$ cat src/rtl/bip_uart_loader_if.sv
// Inbound BIP debug-link bundle: UART RX byte stream in, instruction-memory
// write port and BIP run control out. The loader uses the master view,
// the surrounding logic (UART RX, BIP core) uses the slave view.
interface bip_uart_loader_if #(
   parameter int NB_DATA            = 16,
   parameter int NB_BYTE            = 8,
   parameter int LOG2_N_INSMEM_ADDR = 4
);
   logic [NB_BYTE-1:0]            i_rx_data;
   logic                          i_rx_done;
   logic                          o_wr_en;
   logic [LOG2_N_INSMEM_ADDR-1:0] o_wr_addr;
   logic [NB_DATA-1:0]            o_wr_data;
   logic                          o_bip_enable;
   logic                          o_bip_reset;
   logic                          o_busy;
   logic                          o_error;

   modport master (
      input  i_rx_data, i_rx_done,
      output o_wr_en, o_wr_addr, o_wr_data,
      output o_bip_enable, o_bip_reset, o_busy, o_error
   );

   modport slave (
      output i_rx_data, i_rx_done,
      input  o_wr_en, o_wr_addr, o_wr_data,
      input  o_bip_enable, o_bip_reset, o_busy, o_error
   );
endinterface

$ cat src/rtl/bip_uart_loader.sv
// Host-to-BIP debug loader: decodes UART command bytes, writes 16-bit
// instruction words into BIP instruction memory and gates BIP execution.
// Every output is a flop; the next-state logic computes each output's next
// value from the next state so outputs line up with the state they describe.
module bip_uart_loader #(
   parameter int NB_DATA            = 16,
   parameter int NB_BYTE            = 8,
   parameter int LOG2_N_INSMEM_ADDR = 4
) (
   input  logic                i_clock,
   input  logic                i_reset,
   bip_uart_loader_if.master   bus
);

   localparam int N_INSMEM = 2 ** LOG2_N_INSMEM_ADDR;
   // One extra bit so a full-memory count (N_INSMEM) fits.
   localparam int CNT_W    = LOG2_N_INSMEM_ADDR + 1;

   localparam logic [NB_BYTE-1:0] CMD_LOAD      = NB_BYTE'(8'h01);
   localparam logic [NB_BYTE-1:0] CMD_RUN       = NB_BYTE'(8'h02);
   localparam logic [NB_BYTE-1:0] CMD_STEP      = NB_BYTE'(8'h03);
   localparam logic [NB_BYTE-1:0] CMD_BIP_RESET = NB_BYTE'(8'h04);
   localparam logic [NB_BYTE-1:0] CMD_HALT      = NB_BYTE'(8'h05);

   typedef enum logic [2:0] {
      ST_IDLE,
      ST_GET_COUNT,
      ST_GET_HI,
      ST_GET_LO,
      ST_WRITE,
      ST_RUN
   } state_e;

   // Load phases hold the BIP in reset so it restarts at PC 0 afterwards.
   function automatic logic is_load(input state_e s);
      return (s == ST_GET_COUNT) || (s == ST_GET_HI) ||
             (s == ST_GET_LO)    || (s == ST_WRITE);
   endfunction

   state_e                        state_q,      state_d;
   logic                          rx_done_q;
   logic [CNT_W-1:0]              count_q,      count_d;
   logic [CNT_W-1:0]              addr_q,       addr_d;
   logic [NB_BYTE-1:0]            hi_q,         hi_d;
   logic                          wr_en_q,      wr_en_d;
   logic [LOG2_N_INSMEM_ADDR-1:0] wr_addr_q,    wr_addr_d;
   logic [NB_DATA-1:0]            wr_data_q,    wr_data_d;
   logic                          bip_enable_q, bip_enable_d;
   logic                          bip_reset_q,  bip_reset_d;
   logic                          busy_q,       busy_d;
   logic                          error_q,      error_d;
   logic                          step_req;
   logic                          reset_req;
   logic                          rx_pos;

   // A byte is consumed only on the rising edge of rx_done, so a held level
   // delivers exactly one byte.
   assign rx_pos = bus.i_rx_done & ~rx_done_q;

   // Next-state, datapath and registered-output next values.
   always_comb begin
      // NOTE: every signal gets a default before the case so no path can leave
      // it unassigned, which would otherwise infer a latch.
      state_d     = state_q;
      count_d     = count_q;
      addr_d      = addr_q;
      hi_d        = hi_q;
      wr_en_d     = 1'b0;
      wr_addr_d   = wr_addr_q;
      wr_data_d   = wr_data_q;
      error_d     = error_q;
      step_req    = 1'b0;
      reset_req   = 1'b0;

      case (state_q)
         ST_IDLE: begin
            if (rx_pos) begin
               // Any valid command clears a pending error.
               error_d = 1'b0;
               case (bus.i_rx_data)
                  CMD_LOAD:      state_d   = ST_GET_COUNT;
                  CMD_RUN:       state_d   = ST_RUN;
                  CMD_STEP:      step_req  = 1'b1;
                  CMD_BIP_RESET: reset_req = 1'b1;
                  default:       error_d   = 1'b1;
               endcase
            end
         end

         ST_GET_COUNT: begin
            if (rx_pos) begin
               if (bus.i_rx_data == '0) begin
                  state_d = ST_IDLE;
               end else if (int'(bus.i_rx_data) > N_INSMEM) begin
                  error_d = 1'b1;
                  state_d = ST_IDLE;
               end else begin
                  count_d = bus.i_rx_data[CNT_W-1:0];
                  addr_d  = '0;
                  state_d = ST_GET_HI;
               end
            end
         end

         ST_GET_HI: begin
            if (rx_pos) begin
               hi_d    = bus.i_rx_data;
               state_d = ST_GET_LO;
            end
         end

         ST_GET_LO: begin
            // The write strobe is issued from here so it is visible in the
            // single WRITE cycle that follows.
            if (rx_pos) begin
               wr_en_d   = 1'b1;
               wr_addr_d = addr_q[LOG2_N_INSMEM_ADDR-1:0];
               wr_data_d = {hi_q, bus.i_rx_data};
               state_d   = ST_WRITE;
            end
         end

         ST_WRITE: begin
            // A byte arriving here cannot be buffered; flag it and finish.
            if (rx_pos) begin
               error_d = 1'b1;
            end
            addr_d = addr_q + CNT_W'(1);
            if (addr_d < count_q) begin
               state_d = ST_GET_HI;
            end else begin
               state_d = ST_IDLE;
            end
         end

         ST_RUN: begin
            if (rx_pos && (bus.i_rx_data == CMD_HALT)) begin
               state_d = ST_IDLE;
            end
         end

         default: state_d = ST_IDLE;
      endcase

      // is_load(state_q) also covers the first IDLE cycle after any load exit.
      bip_reset_d  = is_load(state_d) | is_load(state_q) | reset_req;
      bip_enable_d = (state_d == ST_RUN) | step_req;
      busy_d       = (state_d != ST_IDLE);
   end

   // State, datapath and output registers with synchronous active-low reset.
   always_ff @(posedge i_clock) begin
      // NOTE: non-blocking assignments so every flop samples pre-edge values
      // regardless of statement order.
      if (!i_reset) begin
         state_q      <= ST_IDLE;
         rx_done_q    <= 1'b0;
         count_q      <= '0;
         addr_q       <= '0;
         hi_q         <= '0;
         wr_en_q      <= 1'b0;
         wr_addr_q    <= '0;
         wr_data_q    <= '0;
         bip_enable_q <= 1'b0;
         bip_reset_q  <= 1'b0;
         busy_q       <= 1'b0;
         error_q      <= 1'b0;
      end else begin
         state_q      <= state_d;
         rx_done_q    <= bus.i_rx_done;
         count_q      <= count_d;
         addr_q       <= addr_d;
         hi_q         <= hi_d;
         wr_en_q      <= wr_en_d;
         wr_addr_q    <= wr_addr_d;
         wr_data_q    <= wr_data_d;
         bip_enable_q <= bip_enable_d;
         bip_reset_q  <= bip_reset_d;
         busy_q       <= busy_d;
         error_q      <= error_d;
      end
   end

   assign bus.o_wr_en      = wr_en_q;
   assign bus.o_wr_addr    = wr_addr_q;
   assign bus.o_wr_data    = wr_data_q;
   assign bus.o_bip_enable = bip_enable_q;
   assign bus.o_bip_reset  = bip_reset_q;
   assign bus.o_busy       = busy_q;
   assign bus.o_error      = error_q;

endmodule

$ cat src/flat_wrapper.sv
// flat-port wrapper written by rule: the top's interface ports become plain ports
module bip_uart_loader_flat 
#(
   parameter int NB_DATA            = 16,
   parameter int NB_BYTE            = 8,
   parameter int LOG2_N_INSMEM_ADDR = 4
)
  (i_clock, i_reset, bus_i_rx_data, bus_i_rx_done, bus_o_wr_en, bus_o_wr_addr, bus_o_wr_data, bus_o_bip_enable, bus_o_bip_reset, bus_o_busy, bus_o_error);
  bip_uart_loader_if #(.NB_DATA(NB_DATA), .NB_BYTE(NB_BYTE), .LOG2_N_INSMEM_ADDR(LOG2_N_INSMEM_ADDR)) bus_i ();
  input  logic i_clock;
  input  logic i_reset;
  input wire logic [$bits(bus_i.i_rx_data)-1:0] bus_i_rx_data;
  input wire logic [$bits(bus_i.i_rx_done)-1:0] bus_i_rx_done;
  output wire logic [$bits(bus_i.o_wr_en)-1:0] bus_o_wr_en;
  output wire logic [$bits(bus_i.o_wr_addr)-1:0] bus_o_wr_addr;
  output wire logic [$bits(bus_i.o_wr_data)-1:0] bus_o_wr_data;
  output wire logic [$bits(bus_i.o_bip_enable)-1:0] bus_o_bip_enable;
  output wire logic [$bits(bus_i.o_bip_reset)-1:0] bus_o_bip_reset;
  output wire logic [$bits(bus_i.o_busy)-1:0] bus_o_busy;
  output wire logic [$bits(bus_i.o_error)-1:0] bus_o_error;
  assign bus_i.i_rx_data = bus_i_rx_data;
  assign bus_i.i_rx_done = bus_i_rx_done;
  assign bus_o_wr_en = bus_i.o_wr_en;
  assign bus_o_wr_addr = bus_i.o_wr_addr;
  assign bus_o_wr_data = bus_i.o_wr_data;
  assign bus_o_bip_enable = bus_i.o_bip_enable;
  assign bus_o_bip_reset = bus_i.o_bip_reset;
  assign bus_o_busy = bus_i.o_busy;
  assign bus_o_error = bus_i.o_error;
  bip_uart_loader #(.NB_DATA(NB_DATA), .NB_BYTE(NB_BYTE), .LOG2_N_INSMEM_ADDR(LOG2_N_INSMEM_ADDR)) u_core (.i_clock(i_clock), .i_reset(i_reset), .bus(bus_i));
endmodule
$ cat config.mk
export PLATFORM = sky130hd
export DESIGN_NAME = bip_uart_loader_flat
export DESIGN_NICKNAME = d
export VERILOG_FILES = /design/src/rtl/bip_uart_loader_if.sv /design/src/rtl/bip_uart_loader.sv /design/src/flat_wrapper.sv
export SDC_FILE = /design/constraint.sdc
export NUM_CORES = 1
export LEC_CHECK = 0
export BUFFER_PORTS_ARGS = -buffer_cell sky130_fd_sc_hd__buf_2
export CAP_MARGIN = 20
export CORE_UTILIZATION = 45
export DETAILED_ROUTE_END_ITERATION = 7
export HOLD_SLACK_MARGIN = 0.15
export MAX_ROUTING_LAYER = met4
export PLACE_DENSITY = 0.66
export SYNTH_ARGS = -nofsm -noshare
export SYNTH_HDL_FRONTEND = slang
export SYNTH_SLANG_ARGS = --single-unit
$ cat constraint.sdc
create_clock -name i_clock -period 2.7 [get_ports i_clock]
set_clock_uncertainty 0.2 [all_clocks]
set_input_delay 0.54 -clock i_clock [delete_from_list [all_inputs] [get_ports i_clock]]
set_output_delay 0.54 -clock i_clock [all_outputs]
set_load 0.02 [all_outputs]
==> impl_metrics.ini, run 1 <==
[status]
outcome = finished with violations
violations = DRC

[detailed_routing]
postRouteAntennaNets = 0
routed_wl_microns = 4799
drtPass1Iterations = 6
vias = 1768
via_per_inst = 5.407
drc_errors = 2
detail_route.iter0.violations = 135
wl_per_cell_microns = 14.68

[timing]
finalHoldViolCount = 0
hold_slack_ps = 254.5
final.min_clock_period_ps = 2362
fin_tns_setup_ps = 0
maxSlewHeadroom_pct = 65.03
tightest_slew_ps = 517.7
max_freq_mhz = 423.4
rsz0062_at_grt = false
fin_crit_sh_pct = 87.48
drv_slew = 0
setup_viol = 0

[floorplanning]
die_x_microns = 70.63
coreArea_sq_um = 4444
fp-row-count = 24
io_pins = 36
die_y_microns = 70.63
dieArea_sq_um = 4989
initial_core_util_pct = 47.69

[synthesis]
yosysSeqAreaShare_pct = 44.39
synthArstFlopShare_pct = 0
syn_avg_cell_area_sq_um = 8.758
syn_area_sq_um = 2120
synth_edf_count = 0
syn-num-nets = 258
yosys_warnings = 0
synth_cell_types = 49
synth_flop_cell = dfxtp_1
syn_inst = 242
ys_ff_latch = 47

[power]
ir_worst_vdd_uv = 329.2
leakagePower_nw = 0.9916
p_per_area_nw_per_um2 = 525.5

[global_route]
antenna_found_initial = 0
grt_max_degree = 45
grt_pass1_wl_microns = 7997
grtUsageTotal_pct = 20.97
grt_overflow = 0
grt_pass1_vias = 1649

[place]
routabilityCongestion = 0.8930
placed_area_sq_um = 2322
dp.cells = 319
dpl.hpwl_microns = 3148
io_buffers = 35

[flow_run]
maxCapViolations = 0

[finish]
fin_cells = 327
final_cell_area_sq_um = 2435
n_antenna_cell = 0
fillerInstances = 446
finish.net_count = 290
layout-drive-gt1-share_pct = 21.09
area_growth_pct = 14.88
regArea_sq_um = 940.9
multiInputGateArea_sq_um = 1085

[clock_network]
post_cts_buffers = 0
numCtsBuffers = 5
cts_root_buffer = clkbuf_8
postCtsResizedCells = 0
cts_buffer_depth = 2
cts_tree = yes
clock_latency_ps = 300
htreeDepth = 2
cts.sinks = 47
hold_buffers = 0
clk_pin_slew_ps = 90

[worst_setup_path]
crit_start = u_core.addr_q[0]
crit_path_start_kind = register
path_common_cell = ha_1
regToRegSetupSlack_ps = 340
r2r-start = u_core.addr_q[0]
r2r-end = u_core.bus.o_bip_reset
cpPeakStageDelay_ps = 410
r2r_cells = 9
arrival_ps = 2360
end_kind = register
cp_max_fo = 6
required_ps = 2700
crit_end = u_core.bus.o_bip_reset
slowest_stage = dfxtp_1
crit_type = register to register
path_cells = ha_1 -> nand3_1 -> xnor2_1 -> ha_1 -> o21ai_0 -> a32oi_1 -> a21boi_0 -> nand4_1 -> a41o_1

[min_path]
hold_path.class = register to register
## power breakdown
part / total [mW] / switching (mW) / leakage [nW] / internal (mW)
registers: 0.697 / 0.00190 / 0.379 / 0.695
logic: 0.0619 / 0.0437 / 0.555 / 0.0182
clock network: 0.521 / 0.245 / 0.0581 / 0.276
total: 1.28 / 0.291 / 0.992 / 0.989
## through the flow
step / util, % / worst slack (ps) / power (mW)
finish: 54.79 / 338.0 / 1.279
global route: 54.79 / 168.6 / 1.325
CTS: 54.79 / 330.9 / 1.286
detailed placement: 52.25 / 342.8 / 0.7734
global placement: 52.25 / 425.2 / 0.7736
floorplan: - / 537.2 / 0.7464
## flip-flops by register name, summed over array words and instances, names as in the netlist
signal / flops
u_core.addr_q: 5
u_core.bus.o_bip_enable: 1
u_core.bus.o_bip_reset: 1
u_core.bus.o_busy: 1
u_core.bus.o_error: 1
u_core.bus.o_wr_addr: 4
u_core.bus.o_wr_data: 16
u_core.bus.o_wr_en: 1
u_core.count_q: 5
u_core.hi_q: 8
u_core.rx_done_q: 1
u_core.state_q: 3
## placed cells by master (no fill, tap or decap), types with 2 or more instances in the layout
| master | synthesis | final |
|---|---|---|
| a21oi_1 | 26 | 26 |
| a31oi_1 | 5 | 5 |
| and2_1 | 2 | 2 |
| and3_1 | 3 | 3 |
| buf_2 | 6 | 35 |
| buf_4 | 0 | 4 |
| clkbuf_8 | 0 | 5 |
| dfxtp_1 | 47 | 47 |
| ha_1 | 5 | 5 |
| inv_1 | 6 | 6 |
| mux2i_1 | 13 | 13 |
| nand2_1 | 44 | 44 |
| nand2b_1 | 3 | 3 |
| nand3_1 | 7 | 7 |
| nor2_1 | 22 | 22 |
| nor2b_1 | 3 | 3 |
| nor3_1 | 3 | 3 |
| nor3_2 | 2 | 2 |
| o21ai_0 | 4 | 4 |
| xnor2_1 | 3 | 3 |
| xor2_1 | 2 | 2 |
## layout make-up
| cell class | count | area share [%] |
|---|---|---|
| Multi-Input combinational cell | 174 | 44.55 |
| Sequential cell | 47 | 38.64 |
| Timing Repair Buffer | 39 | 8.428 |
| Clock buffer | 5 | 2.826 |
| Tap cell | 52 | 2.672 |
| Clock inverter | 3 | 1.799 |
| Inverter | 7 | 1.079 |
## worst min path at each step
stage	startpoint	endpoint	slack (ps)	cells past startpoint
3_3_place_gp	u_core.hi_q[2]	u_core.bus.o_wr_data[10]	240	2
3_5_place_dp	u_core.bus.o_wr_data[8]	u_core.bus.o_wr_data[8]	240	2
6_report	u_core.bus.o_wr_data[1]	u_core.bus.o_wr_data[1]	250	2
2_1_floorplan	u_core.hi_q[2]	u_core.bus.o_wr_data[10]	230	2
4_1_cts	u_core.bus.o_wr_data[8]	u_core.bus.o_wr_data[8]	260	2
5_1_grt	u_core.bus.o_wr_data[4]	u_core.bus.o_wr_data[4]	280	2
## critical path, delay by kind of cell (launching register included)
| family | cells | cell delay, ps |
|---|---|---|
| compound gates | 4 | 760 |
| xor+xnor | 1 | 150 |
| fa+ha+maj | 2 | 510 |
| flops | 1 | 410 |
| simple gates | 2 | 240 |
## kinds of logic (layout without fill, tap and decap cells)
group	after synthesis	in the layout	synth area share, %
AO/OA/AOI/OAI	48	48	15.35
flip-flops	47	47	44.39
adder cells (fa/ha/maj)	5	5	2.952
buffers and inverters	21	54	4.427
multiplexers	13	13	6.139
XOR/XNOR	5	5	2.066
AND/OR/NAND/NOR	103	103	24.68
## Yosys cell counts, drive strengths merged, types with 2 or more instances
cell type / number / area share (%)
dfxtp: 47 / 44
nand2: 44 / 7.8
a21oi: 26 / 6.1
nor2: 24 / 4.7
mux2i: 13 / 6.1
nand3: 8 / 2.1
buf: 7 / 1.9
clkbuf: 7 / 1.2
a31oi: 6 / 2.5
inv: 6 / 1.1
ha: 5 / 3.0
nor3: 5 / 1.7
o21ai: 4 / 0.94
and2: 3 / 1.0
and3: 3 / 0.89
nand2b: 3 / 0.89
nor2b: 3 / 0.89
xnor2: 3 / 1.2
nor4: 2 / 1.3
xor2: 2 / 0.83
## routing by layer
layer | vias to the layer above | GRT usage, % | share of wire [%]
li1 | 894 | - | -
met1 | 815 | 27.82 | 49
met2 | 55 | 31.82 | 45
met3 | 4 | 5.128 | 5.4
met4 | 0 | 6.222 | 0.58
met5 | - | - | 0
Note: power is estimated with default switching activity, not from simulation.
==> inputs of run 2 (changes only) <==
--- a/config.mk
+++ b/config.mk
@@ -5,13 +5,12 @@
 export SDC_FILE = /design/constraint.sdc
 export NUM_CORES = 1
 export LEC_CHECK = 0
-export BUFFER_PORTS_ARGS = -buffer_cell sky130_fd_sc_hd__buf_2
 export CAP_MARGIN = 20
 export CORE_UTILIZATION = 45
 export DETAILED_ROUTE_END_ITERATION = 7
+export DONT_BUFFER_PORTS = 1
 export HOLD_SLACK_MARGIN = 0.15
 export MAX_ROUTING_LAYER = met4
-export PLACE_DENSITY = 0.66
 export SYNTH_ARGS = -nofsm -noshare
 export SYNTH_HDL_FRONTEND = slang
 export SYNTH_SLANG_ARGS = --single-unit
==> run 2 against run 1 <==
- the run still ends with DRC left
- clock-buffer cell count unchanged
- setup slack improved by 3.9 ps
- sequential power about the same
- maximum frequency increased by 0.16%
- via count decreased by 8.8%
- critical path depth unchanged
- critical endpoint unchanged
- largest power group unchanged
- highest routed layer unchanged
==> impl_metrics.ini, run 2 (synthesis results as in run 1) <==
[global_route]
antenna_found_initial = 0
grt_pass1_wl_microns = 7534
grt_max_degree = 45
grt_pass1_vias = 1509
grtUsageTotal_pct = 20.16
grt_overflow = 0

[clock_network]
htreeDepth = 2
cts_tree = yes
cts_root_buffer = clkbuf_8
postCtsResizedCells = 0
post_cts_buffers = 0
cts.sinks = 47
clock_latency_ps = 290
cts_buffer_depth = 2
clk_pin_slew_ps = 80
hold_buffers = 1
numCtsBuffers = 5

[timing]
max_freq_mhz = 424.1
setup_viol = 0
rsz0062_at_grt = false
hold_slack_ps = 165.7
drv_slew = 0
tightest_slew_ps = 484.4
final.min_clock_period_ps = 2358
finalHoldViolCount = 0
maxSlewHeadroom_pct = 67.28
fin_crit_sh_pct = 87.34
fin_tns_setup_ps = 0

[detailed_routing]
postRouteAntennaNets = 0
routed_wl_microns = 4556
detail_route.iter0.violations = 131
via_per_inst = 5.524
drtPass1Iterations = 6
vias = 1613
wl_per_cell_microns = 15.60
drc_errors = 8

[power]
ir_worst_vdd_uv = 301.4
power.total_mw = 1.241
leakagePower_nw = 0.8132
p_per_area_nw_per_um2 = 548.5

[worst_setup_path]
cp_max_fo = 6
arrival_ps = 2350
crit_start = u_core.addr_q[0]
cp_top_family = compound AO/OA/AOI/OAI gates
path_cells = ha_1 -> nand3_1 -> xnor2_1 -> ha_1 -> o21ai_0 -> a32oi_1 -> a21boi_0 -> nand4_1 -> a41o_1
crit_path_start_kind = register
slowest_stage = dfxtp_1
crit_type = register to register
regToRegSetupSlack_ps = 340
required_ps = 2690
path_common_cell = ha_1
r2r_cells = 9
cp_num_cells = 9
worst-path-buf-inv = 0
r2r-start = u_core.addr_q[0]
r2r-end = u_core.bus.o_bip_reset
crit_end = u_core.bus.o_bip_reset
cpPeakStageDelay_ps = 410
end_kind = register

[floorplanning]
coreArea_sq_um = 4444
die_y_microns = 70.63
initial_core_util_pct = 47.69
dieArea_sq_um = 4989
io_pins = 36
die_x_microns = 70.63
fp-row-count = 24

[finish]
mostFrequentLayoutCell = dfxtp_1
layout_common_cells = dfxtp_1 (47), nand2_1 (44), a21oi_1 (26)
layout-drive-gt1-share_pct = 9.167
n_antenna_cell = 0
multiInputGateArea_sq_um = 1085
largest_register_ffs = 16
regArea_sq_um = 940.9
finish.net_count = 255
area_growth_pct = 6.730
fillerInstances = 413

[min_path]
hp-start = i_reset
hold_path.class = input pin to register

[place]
io_buffers = 0
dpl.hpwl_microns = 3012
routabilityCongestion = 0.8396

[status]
violations = DRC
outcome = finished with violations

[flow_run]
maxCapViolations = 0
-- run 2: metrics by stage --
| step | instance area (sq um) | instances | setup slack, ps | util, % |
|---|---|---|---|---|
| 6_report | 2262 | 292 | 341.9 | 50.90 |
| 5_1_grt | 2262 | 292 | 170.1 | 50.90 |
| 4_1_cts | 2262 | 292 | 337.6 | 50.90 |
| 3_5_place_dp | 2140 | 283 | 353.9 | 48.14 |
| 3_3_place_gp | 2140 | 283 | 399.8 | 48.14 |
| 2_1_floorplan | 2120 | 242 | 537.2 | - |
-- run 2: worst register-to-register path: stages, from the launching register on --
cell and delay (ps):
dfxtp_1 410, ha_1 250, nand3_1 110, xnor2_1 150, ha_1 260, o21ai_0 70, a32oi_1 140, a21boi_0 290
nand4_1 120, a41o_1 250
-- run 2: how the worst min path moves through the flow --
stage,to,cells after the start
after floorplan,u_core.bus.o_wr_data[10],2
after global placement,u_core.bus.o_wr_data[10],2
after detailed placement,u_core.bus.o_wr_data[10],2
after CTS,u_core.rx_done_q,1
after global routing,u_core.rx_done_q,1
final,u_core.rx_done_q,1
-- run 2: metal layers --
| metal | up-vias | global-route usage, % | wire length (microns) |
|---|---|---|---|
| li1 | 823 | - | - |
| met1 | 734 | 26.55 | 2133 |
| met2 | 54 | 29.77 | 2064 |
| met3 | 2 | 4.701 | 328 |
| met4 | 0 | 8.444 | 29 |
| met5 | - | - | 0 |
-- run 2: report_power, final --
group          switching [mW]  internal (mW)
registers             0.00372          0.695
clock network           0.231          0.276
logic                  0.0225         0.0134
-- run 2: final cells by class --
| class | instances | share of cell area [%] |
|---|---|---|
| flip-flops and latches | 47 | 41.59 |
| clock buffers | 5 | 3.042 |
| clock inverters | 3 | 1.936 |
| well taps | 52 | 2.876 |
| inverters | 7 | 1.162 |
| multi-input cells | 174 | 47.95 |
| repair buffers | 4 | 1.438 |
==> inputs of run 3 (changes only) <==
--- a/config.mk
+++ b/config.mk
@@ -10,7 +10,7 @@
 export DETAILED_ROUTE_END_ITERATION = 7
 export DONT_BUFFER_PORTS = 1
 export HOLD_SLACK_MARGIN = 0.15
-export MAX_ROUTING_LAYER = met4
+export SLEW_MARGIN = 40
 export SYNTH_ARGS = -nofsm -noshare
 export SYNTH_HDL_FRONTEND = slang
 export SYNTH_SLANG_ARGS = --single-unit
==> run 3 against run 2 <==
- clock power grew 1%
- the run still ends with DRC left
- flip-flop and latch count is the same
- maximum frequency is essentially flat
==> impl_metrics.ini, run 3 (synthesis results as in run 1) <==
[finish]
area_growth_pct = 6.730
fin_cells = 292
n_antenna_cell = 0
largest_register_ffs = 16
layout-drive-gt1-share_pct = 9.167
mostFrequentLayoutCell = dfxtp_1
finish.net_count = 255
fin_util_pct = 50.90
layout_common_cells = dfxtp_1 (47), nand2_1 (44), a21oi_1 (26)
final_cell_area_sq_um = 2262

[global_route]
antenna_found_initial = 0
grtUsageTotal_pct = 19.59
grt_max_degree = 45
grt_pass1_vias = 1513
grt_overflow = 0
grt_pass1_wl_microns = 7548

[clock_network]
clock_latency_ps = 300
cts_root_buffer = clkbuf_8
numCtsBuffers = 5
post_cts_buffers = 0
cts_tree = yes
htreeDepth = 2
cts_buffer_depth = 2
clk_pin_slew_ps = 80
cts.sinks = 47
postCtsResizedCells = 0

[worst_setup_path]
crit_type = register to register
path_common_cell = ha_1
end_kind = register
cp_max_fo = 6
slowest_stage = dfxtp_1
required_ps = 2700
cpPeakStageDelay_ps = 410
crit_path_start_kind = register
arrival_ps = 2360
path_cells = ha_1 -> nand3_1 -> xnor2_1 -> ha_1 -> o21ai_0 -> a32oi_1 -> a21boi_0 -> nand4_1 -> a41o_1

[detailed_routing]
detail_route.iter0.violations = 124
routed_wl_microns = 4639
drtPass1Iterations = 6
via_per_inst = 5.620
postRouteAntennaNets = 0
vias = 1641
drc_errors = 8
wl_per_cell_microns = 15.89

[timing]
rsz0062_at_grt = false
fin_ws_ps = 339.7
hold_slack_ps = 157.6
fin_tns_setup_ps = 0
finalHoldViolCount = 0
drv_slew = 0
final.min_clock_period_ps = 2360
maxSlewHeadroom_pct = 65.90
fin_crit_sh_pct = 87.42
setup_viol = 0
tightest_slew_ps = 504.9
max_freq_mhz = 423.7

[place]
io_buffers = 0
dpl.hpwl_microns = 3012
dp.cells = 283
placed_area_sq_um = 2140
routabilityCongestion = 0.8270
place_ws_ps = 353.9

[floorplanning]
die_x_microns = 70.63
die_y_microns = 70.63
dieArea_sq_um = 4989
initial_core_util_pct = 47.69
fp-row-count = 24
coreArea_sq_um = 4444
io_pins = 36

[power]
ir_worst_vdd_uv = 301.0
p_per_area_nw_per_um2 = 550.5
power.total_mw = 1.245
leakagePower_nw = 0.8132

[flow_run]
maxCapViolations = 0

[status]
violations = DRC
outcome = finished with violations

[min_path]
hold_path.class = input pin to register
==> run 3: timing repair <==
item | in CTS | in global routing
setup endpoints to repair | 0 | 0
hold buffers | 1 | 0
endpoints found under the hold margin | 1 | 0
==> run 3: layer usage <==
layer  track usage (%)  wire length (microns)
met4             8.444                     82
met2             29.56                   2014
met5                 0                      0
met1             26.64                   2271
met3             4.986                    271
==> run 3: power breakdown <==
part	leakage [nW]	switching [mW]	internal, mW
sequential	0.379	0.00376	0.695
combinational	0.376	0.0227	0.0134
clock	0.0581	0.235	0.276
==> run 3: final cells by class <==
| type | count | area (sq um) |
|---|---|---|
| Tap cell | 52 | 65.06 |
| Clock buffer | 5 | 68.82 |
| Clock inverter | 3 | 43.79 |
| Fill cell | 413 | 2182 |
| Sequential cell | 47 | 940.9 |
| Multi-Input combinational cell | 174 | 1085 |
| Inverter | 7 | 26.28 |
| Timing Repair Buffer | 4 | 32.53 |
==> run 3: worst max-delay path, delay by kind of cell (launching register included) <==
family          cells  cell delay (ps)
compound gates      4              740
flops               1              410
simple gates        2              230
fa+ha+maj           2              510
xor+xnor            1              150
==> run 3: worst paths after layout <==
check / from / end / slack [ps] / cells past startpoint
setup / recovery: u_core.addr_q[0] / u_core.bus.o_bip_reset / 340 / 9
setup reg to reg: u_core.addr_q[0] / u_core.bus.o_bip_reset / 340 / 9
hold / removal: i_reset / u_core.rx_done_q / 160 / 1
hold reg to reg: u_core.hi_q[2] / u_core.bus.o_wr_data[10] / 250 / 2
